`src/rtl/csa_pkg.sv`:
```
// Shared definitions for the csa_add_sequencer block.
//   - FSM state encodings (legacy localparam constants)
//   - NIB: slice width in bits
//   - nib_idx_w(): width of the nibble index for a given operand width
package csa_pkg;

  localparam int unsigned NIB = 4;

  localparam logic [1:0] StIdle = 2'd0;
  localparam logic [1:0] StRun  = 2'd1;
  localparam logic [1:0] StDone = 2'd2;

  // ceil(log2(width/NIB)); never below 1 so the index register always exists.
  function automatic int unsigned nib_idx_w(input int unsigned width);
    int unsigned n;
    n = width / NIB;
    return (n > 1) ? $clog2(n) : 1;
  endfunction

endpackage

```
`src/rtl/csa_add_sequencer_if.sv`:
```
// Command/result bundle between a requester and csa_add_sequencer.
//   master: requester side, drives start/a/b/cin, observes busy/done/sum/cout/skip_cnt
//   slave : sequencer side
// Parameters WIDTH (operand width) and SCW (skip counter width) must match the sequencer's.
interface csa_add_sequencer_if #(
  parameter int unsigned WIDTH = 16,
  parameter int unsigned SCW   = 8
);

  logic             start;
  logic [WIDTH-1:0] a;
  logic [WIDTH-1:0] b;
  logic             cin;
  logic             busy;
  logic             done;
  logic [WIDTH-1:0] sum;
  logic             cout;
  logic [SCW-1:0]   skip_cnt;

  modport master (
    output start, a, b, cin,
    input  busy, done, sum, cout, skip_cnt
  );

  modport slave (
    input  start, a, b, cin,
    output busy, done, sum, cout, skip_cnt
  );

endinterface

```
`src/rtl/csa_slice4.sv`:
```
// 4-bit carry-skip adder slice, purely combinational.
//   a, b   : nibble operands
//   cin    : carry in
//   sum    : nibble sum
//   cout   : carry out (bypasses the ripple chain when p_grp is set)
//   p_grp  : group propagate, AND of the four bitwise XORs of a and b
module csa_slice4
  import csa_pkg::*;
(
  input  logic [NIB-1:0] a,
  input  logic [NIB-1:0] b,
  input  logic           cin,
  output logic [NIB-1:0] sum,
  output logic           cout,
  output logic           p_grp
);

  logic [NIB-1:0] p;
  logic [NIB-1:0] g;
  logic [NIB:0]   c;

  always_comb begin
    p    = a ^ b;
    g    = a & b;
    c    = '0;
    c[0] = cin;
    for (int i = 0; i < NIB; i++) begin
      c[i+1] = g[i] | (p[i] & c[i]);
    end
    sum   = p ^ c[NIB-1:0];
    p_grp = &p;
    // Skip mux: a fully propagating group passes cin straight through.
    cout  = p_grp ? cin : c[NIB];
  end

endmodule

```
`src/rtl/csa_add_sequencer.sv`:
```
// Multi-cycle adder: sequences one shared 4-bit carry-skip slice over a WIDTH-bit
// operand, one nibble per clock, LS nibble first.
//   clk  : rising-edge clock
//   rst  : synchronous active-high reset
//   bus  : csa_add_sequencer_if.slave (start/a/b/cin in, busy/done/sum/cout/skip_cnt out)
// Optional feature: define CSA_SKIP_STATS_EN to count nibbles that took the skip
// path (saturating); otherwise skip_cnt is tied to 0.
module csa_add_sequencer
  import csa_pkg::*;
#(
  parameter int unsigned WIDTH = 16,
  parameter int unsigned SCW   = 8
) (
  input  logic                 clk,
  input  logic                 rst,
  csa_add_sequencer_if.slave   bus
);

  localparam int unsigned N    = WIDTH / NIB;
  localparam int unsigned IdxW = nib_idx_w(WIDTH);
  localparam logic [IdxW-1:0] IdxLast = IdxW'(N - 1);

  logic [1:0]       state_q, state_d;
  logic [IdxW-1:0]  idx_q, idx_d;
  logic [WIDTH-1:0] a_q, a_d;
  logic [WIDTH-1:0] b_q, b_d;
  logic             carry_q, carry_d;
  logic [WIDTH-1:0] psum_q, psum_d;
  logic [WIDTH-1:0] sum_q, sum_d;
  logic             cout_q, cout_d;
  logic             start_acc;
  logic             run_step;

  logic [NIB-1:0]   slice_a;
  logic [NIB-1:0]   slice_b;
  logic [NIB-1:0]   slice_sum;
  logic             slice_cout;
  logic             slice_pgrp;

  assign slice_a = a_q[NIB*int'(idx_q) +: NIB];
  assign slice_b = b_q[NIB*int'(idx_q) +: NIB];

  csa_slice4 u_slice (
    .a     (slice_a),
    .b     (slice_b),
    .cin   (carry_q),
    .sum   (slice_sum),
    .cout  (slice_cout),
    .p_grp (slice_pgrp)
  );

  always_comb begin
    state_d   = state_q;
    idx_d     = idx_q;
    a_d       = a_q;
    b_d       = b_q;
    carry_d   = carry_q;
    psum_d    = psum_q;
    sum_d     = sum_q;
    cout_d    = cout_q;
    start_acc = 1'b0;
    run_step  = 1'b0;
    case (state_q)
      StIdle: begin
        if (bus.start) begin
          start_acc = 1'b1;
          state_d   = StRun;
          a_d       = bus.a;
          b_d       = bus.b;
          carry_d   = bus.cin;
          idx_d     = '0;
          psum_d    = '0;
        end
      end
      StRun: begin
        run_step = 1'b1;
        psum_d[NIB*int'(idx_q) +: NIB] = slice_sum;
        carry_d = slice_cout;
        idx_d   = idx_q + 1'b1;
        if (idx_q == IdxLast) begin
          // psum_d already holds the final nibble here.
          sum_d   = psum_d;
          cout_d  = slice_cout;
          idx_d   = '0;
          state_d = StDone;
        end
      end
      StDone:  state_d = StIdle;
      default: state_d = StIdle;
    endcase
  end

  always_ff @(posedge clk) begin
    if (rst) begin
      state_q <= StIdle;
      idx_q   <= '0;
      a_q     <= '0;
      b_q     <= '0;
      carry_q <= 1'b0;
      psum_q  <= '0;
      sum_q   <= '0;
      cout_q  <= 1'b0;
    end else begin
      state_q <= state_d;
      idx_q   <= idx_d;
      a_q     <= a_d;
      b_q     <= b_d;
      carry_q <= carry_d;
      psum_q  <= psum_d;
      sum_q   <= sum_d;
      cout_q  <= cout_d;
    end
  end

  assign bus.busy = (state_q != StIdle);
  assign bus.done = (state_q == StDone);
  assign bus.sum  = sum_q;
  assign bus.cout = cout_q;

`ifdef CSA_SKIP_STATS_EN
  logic [SCW-1:0] skip_q, skip_d;

  always_comb begin
    skip_d = skip_q;
    if (start_acc) begin
      skip_d = '0;
    end else if (run_step && slice_pgrp && (skip_q != {SCW{1'b1}})) begin
      skip_d = skip_q + 1'b1;
    end
  end

  always_ff @(posedge clk) begin
    if (rst) begin
      skip_q <= '0;
    end else begin
      skip_q <= skip_d;
    end
  end

  assign bus.skip_cnt = skip_q;
`else
  logic unused_stats;
  assign unused_stats = ^{slice_pgrp, run_step, start_acc};
  assign bus.skip_cnt = '0;
`endif

endmodule
```
`src/flat_wrapper.sv`:
```
// flat-port wrapper written by rule: the top's interface ports become plain ports
module csa_add_sequencer_flat import csa_pkg::*;
#(
  parameter int unsigned WIDTH = 16,
  parameter int unsigned SCW   = 8
)
  (clk, rst, bus_start, bus_a, bus_b, bus_cin, bus_busy, bus_done, bus_sum, bus_cout, bus_skip_cnt);
  csa_add_sequencer_if #(.WIDTH(WIDTH), .SCW(SCW)) bus_i ();
  input  logic clk;
  input  logic rst;
  input wire logic [$bits(bus_i.start)-1:0] bus_start;
  input wire logic [$bits(bus_i.a)-1:0] bus_a;
  input wire logic [$bits(bus_i.b)-1:0] bus_b;
  input wire logic [$bits(bus_i.cin)-1:0] bus_cin;
  output wire logic [$bits(bus_i.busy)-1:0] bus_busy;
  output wire logic [$bits(bus_i.done)-1:0] bus_done;
  output wire logic [$bits(bus_i.sum)-1:0] bus_sum;
  output wire logic [$bits(bus_i.cout)-1:0] bus_cout;
  output wire logic [$bits(bus_i.skip_cnt)-1:0] bus_skip_cnt;
  assign bus_i.start = bus_start;
  assign bus_i.a = bus_a;
  assign bus_i.b = bus_b;
  assign bus_i.cin = bus_cin;
  assign bus_busy = bus_i.busy;
  assign bus_done = bus_i.done;
  assign bus_sum = bus_i.sum;
  assign bus_cout = bus_i.cout;
  assign bus_skip_cnt = bus_i.skip_cnt;
  csa_add_sequencer #(.WIDTH(WIDTH), .SCW(SCW)) u_core (.clk(clk), .rst(rst), .bus(bus_i));
endmodule
```
`config.mk`:
```
export PLATFORM = sky130hd
export DESIGN_NAME = csa_add_sequencer_flat
export DESIGN_NICKNAME = d
export VERILOG_FILES = /design/src/rtl/csa_pkg.sv /design/src/rtl/csa_add_sequencer_if.sv /design/src/rtl/csa_slice4.sv /design/src/rtl/csa_add_sequencer.sv /design/src/flat_wrapper.sv
export SDC_FILE = /design/constraint.sdc
export NUM_CORES = 1
export LEC_CHECK = 0
export CORE_MARGIN = 2
export CORE_UTILIZATION = 45
export DETAILED_ROUTE_END_ITERATION = 10
export GPL_TIMING_DRIVEN = 1
export PLACE_DENSITY = 0.74
export SLEW_MARGIN = 25
export SYNTH_ARGS = -nofsm -noshare
export SYNTH_HDL_FRONTEND = slang
export SYNTH_HIERARCHICAL = 1
export SYNTH_SLANG_ARGS = --single-unit
```
`constraint.sdc`:
```
create_clock -name clk -period 3.5 [get_ports clk]
set_input_delay 0.525 -clock clk [delete_from_list [all_inputs] [get_ports clk]]
set_output_delay 0.525 -clock clk [all_outputs]
set_load 0.1 [all_outputs]
```
==> run_results.csv <==
group,metric,value,unit
status,status,"finished clean",
die,ios,63,
detailed_routing,ant_nets,0,
setup_path,slowest_stage,"mux4_2",
clocking,root_buffer,"clkbuf_8",
yosys,syn_inst,361,
die,fp.dieW,89.0,um
setup_path,cp_max_fo,6,
sta,max-slew-margin-rel,0.351,
yosys,ys_ff_latch,70,
sta,worst_slack,0.246,ns
min_path,min-delay-start,"u_core/a_q[3]",
sta,slew_violations,0,
yosys,synth_commonest_cells,"dfxtp_1 (70), nand2_1 (67), a21oi_1 (42)",
yosys,syn_area_per_cell,9.01,um2
layout,fillers,689,
power,power_leakage,1.49,nW
yosys,ys.flop_type,"dfxtp_1",
detailed_routing,vias_per_cell,5.17,
yosys,ys_seq_area_frac,0.431,
yosys,synthMostInstantiatedCell,"dfxtp_1",
setup_path,path_class,"reg2reg",
setup_path,crit_path_end_kind,"flip-flop",
global_route,grtUsageMet3,0.0462,
global_route,antenna_found_initial,0,
setup_path,arrival,3.52,ns
setup_path,rrSetupSlack,0.25,ns
clocking,ctsHoldBuffers,0,
setup_path,regToRegEndpoint,"u_core/bus.sum[15]",
global_route,grtUsageTotal,0.190,
flow_run,cap_viol_max_count,0,
yosys,synth_edf_count,0,
min_path,hold_depth,2,
yosys,ys_top_cells_by_area,"dfxtp_1 (43%), nand2_1 (7.7%), a21oi_1 (6.5%)",
layout,diodes,0,
die,core_area,7140,um2
global_route,grt_busiest_layer,"met2",
setup_path,cp.required,3.77,ns
die,fp.dieArea,7930,um2
sta,worst_pin_slew,0.971,ns
power,ir_drop,0.000218,V
clocking,clkSlewWorstSetupHoldPaths,0.07,ns
clocking,cts.sinks,70,
global_route,grt_start_max_net_pins,37,
setup_path,worstPathCellList,"mux4_2 -> inv_1 -> fa_1 -> inv_1 -> fa_1 -> fa_1 -> inv_1 -> fa_1 -> inv_1 -> nor2b_4 -> a221oi_1 -> nor3_1",
clocking,insertion_delay,0.34,ns
layout,drive_gt1_frac,0.105,
setup_path,critPathLaunchType,"flip-flop",
detailed_routing,drt-wirelength-per-cell,13.8,um
placement,dpl.hpwl,4990,um
yosys,yosys.area.top_type,"dfxtp_1",
detailed_routing,drc,0,
power,p_per_area,451,nW/um2
detailed_routing,drt-initial-drc-count,119,
yosys,ys_warn_count,6,
sta,rsz0062_at_grt,"false",
yosys,async_reset_ff_frac,0,
setup_path,r2r_cells,12,
clocking,cts_made_buffers,9,
sta,max_freq,307,MHz
min_path,hp-class,"reg2reg",
global_route,grt_pass1_wl,11500,um
layout,final_core_util,0.564,
min_path,min_to,"u_core/a_q[3]",
sta,setup_tns,0,ns
layout,syn2layout_area_growth,23.8,%
yosys,yosys.area.top_type_share,0.431,
sta,hold_viol,0,
global_route,gr-usage-met1,0.237,
setup_path,r2r_start,"u_core/idx_q[0]",
sta,skew,0.00461,ns
placement,place_ws,0.0124,ns
placement,placed_cell_area,3800,um2
clocking,htree_num_levels,3,
die,die_h,89.0,um
placement,place.gp.congestion,0.796,
setup_path,cpPeakStageDelay,0.54,ns
detailed_routing,drt_wl_total,7030,um
detailed_routing,num_vias,2635,
layout,fin_area,4030,um2
yosys,syn-cell-area,3250,um2
global_route,grt-ovfl-total,0,
yosys,synth.distinct_cells,41,
placement,io_buffers,54,
global_route,grt_pass1_vias,2511,
die,num_rows,31,
global_route,grt_use_met2,0.313,
sta,setup_violations,0,
detailed_routing,firstDrtPassIters,4,
sta,whs,0.454,ns
clocking,cts_tree,"done",
sta,fin_crit_sh,0.930,
sta,period_minus_slack,3.25,ns
layout,layout.nets,456,
clocking,cts.path.max_buffers,2,
die,initial_core_util,0.456,
[how the worst max path moves through the flow]
stage | from | endpoint | slack, ns | depth (start not counted)
final | u_core/idx_q[0] | u_core/bus.sum[15] | 0.25 | 12
after global routing | u_core/idx_q[0] | u_core/bus.sum[7] | 0.02 | 12
after floorplan | u_core/idx_q[0] | u_core/bus.sum[15] | 0.07 | 13
after CTS | u_core/idx_q[0] | u_core/bus.sum[15] | 0.12 | 12
after detailed placement | u_core/idx_q[0] | u_core/bus.sum[15] | 0.01 | 12
after global placement | u_core/idx_q[0] | u_core/bus.sum[15] | 0.17 | 12
[area by class of cell]
class | count | area [um2] | area share
clock buffer | 13 | 179 | 0.0444
sequential | 70 | 1400 | 0.348
timing repair buffer | 59 | 568 | 0.141
clock inverter | 3 | 40.0 | 0.00994
multi-input combinational | 250 | 1650 | 0.411
inverter | 16 | 60.1 | 0.0149
tap | 99 | 124 | 0.0308
[flip-flops by register name, summed over array words and instances, names as in the netlist]
name	count
u_core/psum_q	16
u_core/carry_q	1
u_core/state_q	2
u_core/bus.cout	1
u_core/bus.sum	16
u_core/a_q	16
u_core/idx_q	2
u_core/b_q	16
[critical path, delay by kind of cell (launching register included)]
kind | cells | cell delay [ns]
adders and majority gates | 4 | 1.35
muxes | 1 | 0.54
DFF | 1 | 0.42
buffers and inverters | 4 | 0.40
and+or+nand+nor | 2 | 0.38
AOI/OAI and AO/OA | 1 | 0.09
[timing repair]
| item | in CTS | in global routing |
|---|---|---|
| setup buffers | 0 | 0 |
| gates resized for setup | 1 | 2 |
| setup endpoints to repair | 1 | 2 |
[cells in the final DEF (no fill, tap or decap), types with 7 or more instances in the layout]
master            n
a211oi_1          8
a21oi_1          42
a22o_1            8
buf_4             7
clkbuf_8         13
clkdlybuf4s50_1  51
conb_1            8
dfxtp_1          69
ha_1             10
inv_1            16
mux4_2            8
nand2_1          67
nor2_1           24
nor2b_1           7
[per-layer routing]
layer	wire [um]	share of wire	vias to the layer above
met3	338	0.048	14
li1	-	-	1327
met5	0	0	-
met1	3140	0.45	1224
met2	3410	0.48	70
met4	140	0.020	0
[power breakdown]
part | switching (W) | total [W] | internal, W
registers | 0.0000199 | 0.000845 | 0.000825
clock network | 0.000290 | 0.000694 | 0.000405
logic | 0.000172 | 0.000276 | 0.000104
total | 0.000482 | 0.00181 | 0.00133
[metrics by stage]
step / power, W / std cells
2_1_floorplan: 0.00105 / 368
3_3_place_gp: 0.00113 / 494
3_5_place_dp: 0.00114 / 494
4_1_cts: 0.00183 / 510
5_1_grt: 0.00188 / 510
6_report: 0.00181 / 510
[cell families (layout without fill, tap and decap cells)]
group                    count (synthesis)  in the layout  synth area share
flip-flops                              70             70             0.431
buffers and inverters                   48             91            0.0734
AND/OR/NAND/NOR                        133            133             0.198
AO/OA/AOI/OAI                           83             83             0.165
other                                    1              8           0.00115
multiplexers                            12             12            0.0688
adder cells (fa/ha/maj)                 14             14            0.0631
Note: power is estimated with default switching activity, not from simulation.
